`config.mk`:
```
export PLATFORM = sky130hd
export DESIGN_NAME = mmio_regfile
export DESIGN_NICKNAME = d
export VERILOG_FILES = /design/src/rtl/mmio_regfile.sv
export SDC_FILE = /design/constraint.sdc
export NUM_CORES = 1
export LEC_CHECK = 0
export ABC_AREA = 1
export ABC_CLOCK_PERIOD_IN_PS = 2500
export CORE_MARGIN = 3
export CORE_UTILIZATION = 38
export CTS_CLUSTER_DIAMETER = 100
export DETAILED_ROUTE_END_ITERATION = 6
export DONT_BUFFER_PORTS = 1
export PLACE_DENSITY_LB_ADDON = 0.1
export SYNTH_ARGS = -nofsm -noshare
export SYNTH_HDL_FRONTEND = slang
export SYNTH_SLANG_ARGS = --single-unit
```
`constraint.sdc`:
```
create_clock -name clk -period 2.5 [get_ports clk]
set_input_delay 0.625 -clock clk [delete_from_list [all_inputs] [get_ports clk]]
set_output_delay 0.625 -clock clk [all_outputs]
set_load 0.02 [all_outputs]
```
`src/rtl/mmio_regfile.sv`:
```
// Memory-mapped register bank: CTRL registers, a live STATUS word, W1C interrupt
// pending/enable pair with level IRQ, and a pipelined read path with error reporting.
module mmio_regfile #(
    parameter int unsigned ADDR_W     = 32,
    parameter int unsigned DATA_W     = 32,
    parameter int unsigned NUM_REGS   = 8,
    parameter int unsigned BASE_ADDR  = 0,
    parameter int unsigned RD_LATENCY = 1
) (
    input  logic                           clk,
    input  logic                           rst,
    input  logic [ADDR_W-1:0]              addr_in,
    input  logic [DATA_W-1:0]              data_in,
    input  logic [DATA_W/8-1:0]            be_in,
    input  logic                           wr_in,
    input  logic                           rd_in,
    output logic                           rd_valid_out,
    output logic [DATA_W-1:0]              data_out,
    output logic                           err_out,
    input  logic [DATA_W-1:0]              hw_status_in,
    input  logic [DATA_W-1:0]              irq_set_in,
    output logic [(NUM_REGS-3)*DATA_W-1:0] ctrl_out,
    output logic                           irq_out
);

    localparam int unsigned BW         = DATA_W / 8;
    localparam int unsigned OFF_W      = $clog2(BW);
    localparam int unsigned IDX_W      = $clog2(NUM_REGS);
    localparam int unsigned NUM_CTRL   = NUM_REGS - 3;
    localparam int unsigned STATUS_IDX = NUM_REGS - 3;
    localparam int unsigned PEND_IDX   = NUM_REGS - 2;
    localparam int unsigned EN_IDX     = NUM_REGS - 1;

    logic [ADDR_W-1:0] offset;
    logic [ADDR_W-1:0] wordIdx;
    logic [IDX_W-1:0]  regIdx;
    logic              addrOk;
    logic              wrHit;
    logic [DATA_W-1:0] wrMask;
    logic [DATA_W-1:0] w1cMask;
    logic [DATA_W-1:0] rdData;

    logic [DATA_W-1:0] ctrl_q [NUM_CTRL];
    logic [DATA_W-1:0] ctrl_d [NUM_CTRL];
    logic [DATA_W-1:0] pend_q, pend_d;
    logic [DATA_W-1:0] en_q, en_d;
    logic              irq_q;
    logic              wrErr_q;

    logic [RD_LATENCY-1:0] pipeValid_q;
    logic [RD_LATENCY-1:0] pipeErr_q;
    logic [DATA_W-1:0]     pipeData_q [RD_LATENCY];

    // Subtraction is only meaningful once addr_in >= BASE_ADDR, which addrOk also requires.
    always_comb begin
        offset  = addr_in - ADDR_W'(BASE_ADDR);
        wordIdx = offset >> OFF_W;
        regIdx  = wordIdx[IDX_W-1:0];
        addrOk  = (addr_in >= ADDR_W'(BASE_ADDR)) &&
                  (addr_in[OFF_W-1:0] == '0) &&
                  (wordIdx < ADDR_W'(NUM_REGS));
        wrHit   = wr_in && addrOk;
    end

    always_comb begin
        wrMask = '0;
        for (int b = 0; b < BW; b++) begin
            wrMask[b*8 +: 8] = {8{be_in[b]}};
        end
    end

    always_comb begin
        ctrl_d  = ctrl_q;
        en_d    = en_q;
        w1cMask = '0;
        if (wrHit) begin
            for (int i = 0; i < NUM_CTRL; i++) begin
                if (regIdx == IDX_W'(i)) begin
                    ctrl_d[i] = (ctrl_q[i] & ~wrMask) | (data_in & wrMask);
                end
            end
            if (regIdx == IDX_W'(EN_IDX)) begin
                en_d = (en_q & ~wrMask) | (data_in & wrMask);
            end
            if (regIdx == IDX_W'(PEND_IDX)) begin
                w1cMask = data_in & wrMask;
            end
        end
        // A set pulse on the same bit as a clear wins.
        pend_d = (pend_q & ~w1cMask) | irq_set_in;
    end

    always_comb begin
        rdData = '0;
        if (addrOk) begin
            for (int i = 0; i < NUM_CTRL; i++) begin
                if (regIdx == IDX_W'(i)) begin
                    rdData = ctrl_q[i];
                end
            end
            if (regIdx == IDX_W'(STATUS_IDX)) rdData = hw_status_in;
            if (regIdx == IDX_W'(PEND_IDX))   rdData = pend_q;
            if (regIdx == IDX_W'(EN_IDX))     rdData = en_q;
        end
    end

    always_ff @(posedge clk or negedge rst) begin
        if (!rst) begin
            for (int i = 0; i < NUM_CTRL; i++) begin
                ctrl_q[i] <= '0;
            end
            pend_q  <= '0;
            en_q    <= '0;
            irq_q   <= 1'b0;
            wrErr_q <= 1'b0;
        end else begin
            ctrl_q  <= ctrl_d;
            pend_q  <= pend_d;
            en_q    <= en_d;
            irq_q   <= |(pend_d & en_d);
            wrErr_q <= wr_in && !addrOk;
        end
    end

    // Data stages only load behind a valid read, so the last stage holds the previous result.
    always_ff @(posedge clk or negedge rst) begin
        if (!rst) begin
            pipeValid_q <= '0;
            pipeErr_q   <= '0;
            for (int s = 0; s < RD_LATENCY; s++) begin
                pipeData_q[s] <= '0;
            end
        end else begin
            pipeValid_q[0] <= rd_in;
            pipeErr_q[0]   <= rd_in && !addrOk;
            if (rd_in) begin
                pipeData_q[0] <= rdData;
            end
            for (int s = 1; s < RD_LATENCY; s++) begin
                pipeValid_q[s] <= pipeValid_q[s-1];
                pipeErr_q[s]   <= pipeErr_q[s-1];
                if (pipeValid_q[s-1]) begin
                    pipeData_q[s] <= pipeData_q[s-1];
                end
            end
        end
    end

    for (genvar g = 0; g < NUM_CTRL; g++) begin : gCtrlOut
        assign ctrl_out[g*DATA_W +: DATA_W] = ctrl_q[g];
    end

    assign rd_valid_out = pipeValid_q[RD_LATENCY-1];
    assign data_out     = pipeData_q[RD_LATENCY-1];
    assign err_out      = wrErr_q | pipeErr_q[RD_LATENCY-1];
    assign irq_out      = irq_q;

endmodule
```
-- Yosys cells after proc, flatten, opt, wreduce, memory -nomap -nowiden
Index checks and enable logic that the tools add are counted.
- add/sub/neg operators: 0
- $mul: 0
- div/mod/pow operators: 0
- order comparisons: 2
- eq/ne operators: 7
- shifts and indexed selects: 0
- muxes and demuxes: 13
- bitwise gates (word level): 19
- reduce and logical (&&, ||, !) cells: 14
- operator list (operator ; count):
    $mux 32 ; 13
    $and 32x32->32 ; 9
    $or 32x32->32 ; 7
    $not 32->32 ; 2
    $ge 32x1->1 const B ; 1
    $reduce_or 32->1 ; 1
    $lt 30x4->1 const B ; 1
    $eq 3x3->1 const B ; 4
    $reduce_and 2->1 ; 5
    $eq 3x2->1 const B ; 2
    $logic_and 1x1->1 ; 5
    $eq 3x1->1 const B ; 1
    $logic_not 3->1 ; 1
    $logic_not 2->1 ; 1
    $logic_not 1->1 ; 1
    $or 1x1->1 ; 1
- flip-flop bits (word level): 260
- bits in latches: 0
- memory bits (writable): 0
- memory bits (read-only): 0
- input port bits: 136
- word-level logic and storage cells: 67
- memories: 0

-- Logic depth before layout (Yosys ltp)
Gate-level depths: netlist of the first run.
- depth in word-level cells: 10
- gate-level depth with buffers: 16

-- Worst setup path after synthesis of the first run
Ideal clock, no wire load.
- kind: input port to flip-flop
- from: input port addr_in[25]
- to: register irq_q (netlist: irq_out)
- setup time: 0.119 ns
- arrival: 2.009 ns
- slack: 0.373 ns
- cell stages on the path: 15
- buffers on the path: 2
- path through: or2_1 nor2_1 nand2_1 nor2_2 nand2_1 buf_4 buf_2 nand2_1 nand2_1 nand2_1 nand2_1 nor2_1 nand2_1 nor2_1 nand2_1
- elaborated cells on any way between the ends: 12
- RTL lines (item ; RTL line ; text):
    from (decl) ; 12 ; input logic [ADDR_W-1:0] addr_in,
    $ge 32x1->1 ; 59 ; addrOk = (addr_in >= ADDR_W'(BASE_ADDR)) &&
    $logic_and 1x1->1 ; 59 ;
    $logic_and 1x1->1 (*) ; 60 ; (addr_in[OFF_W-1:0] == '0) &&
    $logic_and 1x1->1 (*) ; 62 ; wrHit = wr_in && addrOk;
    $mux 32 (*) ; 76 ; if (wrHit) begin
    net en_d[0] ; 46 ; logic [DATA_W-1:0] en_q, en_d;
    $and 32x32->32 (*) ; 120 ; irq_q <= |(pend_d & en_d);
    $reduce_or 32->1 (*) ; 120 ;
    to (signal assigned) ; 120 ;
    to (decl) ; 47 ; logic irq_q;
The timed path passes the listed nets; every way through them passes the cells marked *.
A chain may end at the register's enable or synchronous reset.

-- Worst setup path in the final report of the first run
Same ends and word-level chain as after synthesis.

==> results of run 1 <==
-- worst max path at each step --
stage	startpoint	to	slack (ps)
after floorplan	addr_in[25]	irq_out	370
after CTS	addr_in[25]	irq_out	470
after detailed placement	addr_in[25]	irq_out	-50
final	addr_in[25]	irq_out	450
after global routing	addr_in[25]	flop	280
after global placement	addr_in[25]	irq_out	-20
-- cell usage after synthesis (all sizes together) --
| cell | number |
|---|---|
| dfrtp | 260 |
| nand4 | 5 |
| a32o | 4 |
| nor3 | 4 |
| inv | 113 |
| buf | 26 |
| a221oi | 1 |
| o21a | 1 |
| o221ai | 1 |
| clkbuf | 68 |
| o31ai | 1 |
| nand3 | 132 |
| a21oi | 53 |
| o21ai | 272 |
| nand2 | 627 |
| mux2 | 2 |
| clkinv | 2 |
| or2 | 2 |
| nor2 | 69 |
| o211ai | 28 |
-- worst max-delay path, delay by kind of cell --
family | cells | cell delay (ps)
buffers and inverters | 1 | 260
AND/OR/NAND/NOR | 13 | 1530
-- final cells by class --
| cell class | instances | share of cell area |
|---|---|---|
| diodes | 3 | 0.000520 |
| flip-flops and latches | 260 | 0.450 |
| multi-input cells | 1202 | 0.369 |
| clock buffers | 48 | 0.0668 |
| inverters | 115 | 0.0299 |
| clock inverters | 8 | 0.00684 |
| repair buffers | 51 | 0.0378 |
| well taps | 442 | 0.0383 |
-- power by group through the flow --
stage | clock (W) | sequential [W] | combinational (W)
floorplan | 0 | 0.00429 | 0.000275
CTS | 0.00484 | 0.00421 | 0.000421
global route | 0.00501 | 0.00421 | 0.000465
global placement | 0 | 0.00429 | 0.000419
finish | 0.00472 | 0.00421 | 0.000417
detailed placement | 0 | 0.00429 | 0.000420
-- routing by layer --
| metal | share of wire | vias up |
|---|---|---|
| met1 | 0.41 | 5401 |
| met2 | 0.47 | 432 |
| met3 | 0.092 | 78 |
| li1 | - | 5425 |
| met5 | 0.0013 | - |
| met4 | 0.028 | 8 |
-- cells by family after synthesis --
group | Yosys count | share of synthesized area
DFF | 260 | 0.515
buffers and inverters | 209 | 0.0644
muxes | 2 | 0.00178
and+or+nand+nor | 839 | 0.267
AOI/OAI and AO/OA | 361 | 0.151
-- through the flow --
step                      total power (W)  worst slack [ps]
after floorplan                   0.00456               373
after global placement            0.00471             -23.2
after detailed placement          0.00471             -51.5
after CTS                         0.00948               471
after global routing              0.00969               280
final                             0.00935               449
==> flow_metrics.env, run 1 <==
export IMPL_status="finished with violations"
export IMPL_violations="hold timing"
export IMPL_cp_max_fo=18
export IMPL_finalCritPeriodShare=0.820
export IMPL_ys_seq_elements=260
export IMPL_yosys_area_top_type="dfrtp_1"
export IMPL_timing_setup_tns_ps=0
export IMPL_place_congestion=0.832
export IMPL_wl_mm=45.5
export IMPL_utilization=0.443
export IMPL_min_path_type="input pin to asynchronous set/reset pin"
export IMPL_dp_cells=2070
export IMPL_route_detailed_drc=0
export IMPL_cpMostUsedCell="nand2_1"
export IMPL_die_w_um=188
export IMPL_cts_tree="done"
export IMPL_drt_pass1_iterations=5
export IMPL_syn_avg_cell_area_um2=7.56
export IMPL_intPower_w=0.00722
export IMPL_post_cts_resized=0
export IMPL_hold_worst_slack_ps=-169
export IMPL_rsz0062_at_grt="false"
export IMPL_cts_root_buf="clkbuf_16"
export IMPL_switchingPower_w=0.00213
export IMPL_synth_top_area_frac=0.515
export IMPL_slowest_stage="buf_4"
export IMPL_clock_skew_ps=11.4
export IMPL_crit_type="input pin to flop"
export IMPL_cts_buffers=34
export IMPL_period_minus_slack_ps=2050
export IMPL_htreeDepth=2
export IMPL_core_area_mm2=0.0326
export IMPL_gr_usage_all_layers=0.252
export IMPL_max_vdd_ir_drop_mv=0.499
export IMPL_use_met3=0.0807
export IMPL_syn_area_mm2=0.0126
export IMPL_avgViaCountPerCell=5.33
export IMPL_ioPinCount=331
export IMPL_nFillCells=3312
export IMPL_synth_area_top_cells="dfrtp_1 52%, nand2_1 19%, o21ai_0 10%, nand3_1 5.2%, inv_1 3.3%"
export IMPL_area_delta_synth_final_pct=14.4
export IMPL_rows=66
export IMPL_met1_usage=0.318
export IMPL_final_max_slew_violation_count=0
export IMPL_grt_start_max_net_pins=261
export IMPL_worst_slew_pin_slew_ps=634
export IMPL_clockPowerShare=0.505
export IMPL_pwr_share_comb=0.045
export IMPL_startpoint_type="input pin"
export IMPL_seq_area_mm2=0.00651
export IMPL_worstPathRequired_ps=2880
export IMPL_cts_setup_buffers=0
export IMPL_timing_rr_end="data_out[13]"
export IMPL_ys_seq_area_frac=0.515
export IMPL_synth_cells=1671
export IMPL_ff2ff_path_depth=8
export IMPL_grt_antenna_before_repair=7
export IMPL_drive_gt1_frac=0.0671
export IMPL_cts_path_max_buffers=3
export IMPL_final_cell_mix="625 x nand2_1, 261 x o21ai_0, 260 x dfrtp_1"
export IMPL_setup_viol=0
export IMPL_crit_arrival_ps=2430
export IMPL_syn_nets=1807
export IMPL_grt_pass1_vias=11100
export IMPL_overflow=0
export IMPL_fin_cells=2129
export IMPL_cellPowerDensity_mw_per_mm2=648
export IMPL_layout_commonest_cell="nand2_1"
export IMPL_gr_max_usage_layer="met2"
export IMPL_slowest_delay_ps=260
export IMPL_final_cell_area_mm2=0.0144
export IMPL_p_seq_frac=0.451
export IMPL_grt_pass1_wl_mm=69.3
export IMPL_end_kind="flop"
export IMPL_final_nets=1800
export IMPL_dp_final_hpwl_mm=31.9
export IMPL_dr_total_vias=11300
export IMPL_die_area_mm2=0.0355
export IMPL_place_area_mm2=0.0134
export IMPL_reg2reg_slack_ps=890
export IMPL_die_h_um=188
export IMPL_grtUsageMet2=0.415
export IMPL_ys_types=29
export IMPL_slew_headroom=0.573
export IMPL_first_iter_violations=759
export IMPL_final_hold_viol_count=260
export IMPL_switching_share=0.228
export IMPL_clock_sinks=260
export IMPL_max_freq_mhz=488
export IMPL_ant_nets=0
export IMPL_maxCapViolCount=0
export IMPL_multi_input_area_mm2=0.00534
export IMPL_initial_utilization=0.387
export IMPL_clock_latency_ps=500
export IMPL_numPortBuffers=0
export IMPL_wl_per_cell_um=21.4
export IMPL_yosysWarnings=0
export IMPL_worstPathCellList="or2_1 -> nor2_1 -> nand2_1 -> nor2_4 -> nand2_2 -> buf_4 -> nand2_1 -> nand2_1 -> nand2_1 -> nand2_1 -> nor2_1 -> nand2_1 -> nor2_1 -> nand2_1"
export IMPL_clk_pin_slew_worst_paths_ps=50
export IMPL_p_leak_nw=6.95
Power figures use the tool's default switching activity.
==> run 2: changes to the inputs <==
--- a/config.mk
+++ b/config.mk
@@ -6,7 +6,7 @@
 export NUM_CORES = 1
 export LEC_CHECK = 0
 export ABC_AREA = 1
-export ABC_CLOCK_PERIOD_IN_PS = 2500
+export ABC_CLOCK_PERIOD_IN_PS = 1700
 export CORE_MARGIN = 3
 export CORE_UTILIZATION = 38
 export CTS_CLUSTER_DIAMETER = 100
==> constraint.sdc (replaced) <==
create_clock -name clk -period 1.7 [get_ports clk]
set_input_delay 0.425 -clock clk [delete_from_list [all_inputs] [get_ports clk]]
set_output_delay 0.425 -clock clk [all_outputs]
set_load 0.02 [all_outputs]
==> run 2 against run 1 <==
  * The run still ends with hold timing left
  * Wire length grew 2.8%
  * Combinational power grew 89%
  * Worst setup slack got worse by 370 ps
  * First-iteration DRC count fell by 2.2%
  * Final area rose by 11%
  * Final cell count up 7.9%
  * Clock power grew 41%
  * Sequential share of layout area fell by 4.3 points
  * Global-route usage grew 0.45 points
  * Hold slack got worse by 270 ps
  * Total power increased by 46%
  * Critical endpoint is now err_out
==> flow_metrics.env, run 2 (synthesis results as in run 1) <==
export IMPL_die_w_um=188
export IMPL_die_area_mm2=0.0355
export IMPL_worstPathRequired_ps=1270
export IMPL_gr_usage_all_layers=0.256
export IMPL_finalCritPeriodShare=0.953
export IMPL_max_vdd_ir_drop_mv=0.702
export IMPL_p_leak_nw=7.87
export IMPL_setup_viol=0
export IMPL_final_cell_mix="617 x nand2_1, 260 x o21ai_0, 260 x dfrtp_1"
export IMPL_htreeDepth=1
export IMPL_cp_max_fo=1
export IMPL_final_max_slew_violation_count=0
export IMPL_wl_mm=46.8
export IMPL_ff2ff_path_depth=11
export IMPL_core_area_mm2=0.0326
export IMPL_hold_worst_slack_ps=-438
export IMPL_cp_buffers_inverters=0
export IMPL_layout_commonest_cell="nand2_1"
export IMPL_route_detailed_drc=0
export IMPL_initial_utilization=0.387
export IMPL_grt_pass1_wl_mm=71.4
export IMPL_cts_root_buf="clkbuf_16"
export IMPL_clock_sinks=260
export IMPL_ant_nets=0
export IMPL_crit_type="flop to primary output"
export IMPL_clk_pin_slew_worst_paths_ps=60
export IMPL_startpoint_type="flop"
export IMPL_clock_latency_ps=560
export IMPL_max_freq_mhz=617
export IMPL_cts_buffers=31
export IMPL_cellPowerDensity_mw_per_mm2=854
export IMPL_end_kind="primary output"
export IMPL_slowest_stage="dfrtp_1"
export IMPL_avgViaCountPerCell=5.19
export IMPL_utilization=0.490
export IMPL_clock_skew_ps=7.96
export IMPL_slowest_delay_ps=360
export IMPL_cts_path_max_buffers=3
export IMPL_rsz0062_at_grt="true"
export IMPL_reg2reg_slack_ps=190
export IMPL_ctsHoldBuffers=33
export IMPL_dr_total_vias=11900
export IMPL_cp_top_family="flip-flops"
export IMPL_wl_per_cell_um=20.4
export IMPL_worst_slew_pin_slew_ps=990
export IMPL_die_h_um=188
export IMPL_first_iter_violations=742
export IMPL_ioPinCount=331
export IMPL_violations="hold timing"
export IMPL_cts_tree="done"
export IMPL_dp_final_hpwl_mm=34.3
export IMPL_maxCapViolCount=0
export IMPL_drt_pass1_iterations=5
export IMPL_fin_cells=2297
export IMPL_rows=66
export IMPL_final_hold_viol_count=260
export IMPL_drive_gt1_frac=0.145
export IMPL_area_delta_synth_final_pct=26.6
export IMPL_status="finished with violations"
export IMPL_grt_start_max_net_pins=261
export IMPL_overflow=0
export IMPL_grt_pass1_vias=11800
export IMPL_numPortBuffers=0
export IMPL_crit_arrival_ps=1200
export IMPL_grt_antenna_before_repair=6
export IMPL_period_minus_slack_ps=1620
export IMPL_worstPathCellList="or2_4"
export IMPL_timing_rr_end="irq_out"
export IMPL_final_nets=1965
export IMPL_dp_cells=2198
export IMPL_slew_headroom=0.340
export IMPL_min_path_type="input pin to asynchronous set/reset pin"
export IMPL_r2r_start="en_q[31]"
export IMPL_place_congestion=0.868
run 2: layout make-up:
type | count | area [um^2]
Timing Repair Buffer | 219 | 2070
Antenna cell | 2 | 5.00
Tap cell | 442 | 553
Sequential cell | 260 | 6510
Inverter | 115 | 432
Multi-Input combinational cell | 1202 | 5380
Clock buffer | 45 | 938
Fill cell | 3243 | 16600
Clock inverter | 12 | 93.8
run 2: report_power, final:
| part | switching (W) | internal [W] | leakage [nW] | total, W |
|---|---|---|---|---|
| sequential | 0.00000280 | 0.00619 | 3.44 | 0.00620 |
| combinational | 0.000470 | 0.000318 | 3.91 | 0.000788 |
| clock | 0.00271 | 0.00395 | 0.515 | 0.00666 |
run 2: per-layer routing:
layer	share of wire	global-route usage	up-vias	routed length, um
met5	0.00096	0	-	45
met4	0.037	0.0848	8	1750
met3	0.085	0.0731	93	3960
met2	0.47	0.428	410	22100
met1	0.40	0.321	5638	18900
li1	-	-	5761	-
run 2: timing repair:
item	CTS	global route
hold endpoints to repair	293	260
resized for setup	2	8
buffers inserted	0	5
pin swaps	0	3
cloned	0	2
setup endpoints to repair	2	32
run 2: worst max-delay path by stage:
stage,from,endpoint,cells past startpoint
6_report,pipeErr_q,err_out,1
4_1_cts,pipeErr_q,err_out,1
2_1_floorplan,addr_in[25],irq_out,15
5_1_grt,addr_in[10],irq_out,16
3_5_place_dp,addr_in[2],data_out[2],8
3_3_place_gp,addr_in[24],irq_out,16
run 2: metrics by stage:
stage          area [um^2]  setup TNS [ps]  hold slack, ps  setup WS [ps]  total power [W]
2_1_floorplan        12800          -13220             129           -148          0.00672
5_1_grt              16000           -89.2            -464          -75.0           0.0141
3_5_place_dp         14500          -77560             141           -565          0.00703
6_report             16000               0            -438           79.3           0.0136
3_3_place_gp         14500          -75740             139           -578          0.00703
4_1_cts              15900               0            -460           37.8           0.0138
==> run 3: changes to the inputs <==
--- a/config.mk
+++ b/config.mk
@@ -7,6 +7,7 @@
 export LEC_CHECK = 0
 export ABC_AREA = 1
 export ABC_CLOCK_PERIOD_IN_PS = 1700
+export CAP_MARGIN = 20
 export CORE_MARGIN = 3
 export CORE_UTILIZATION = 38
 export CTS_CLUSTER_DIAMETER = 100
==> results of run 3 <==
No change in the layout: final DEF, timing and power equal those of run 2.
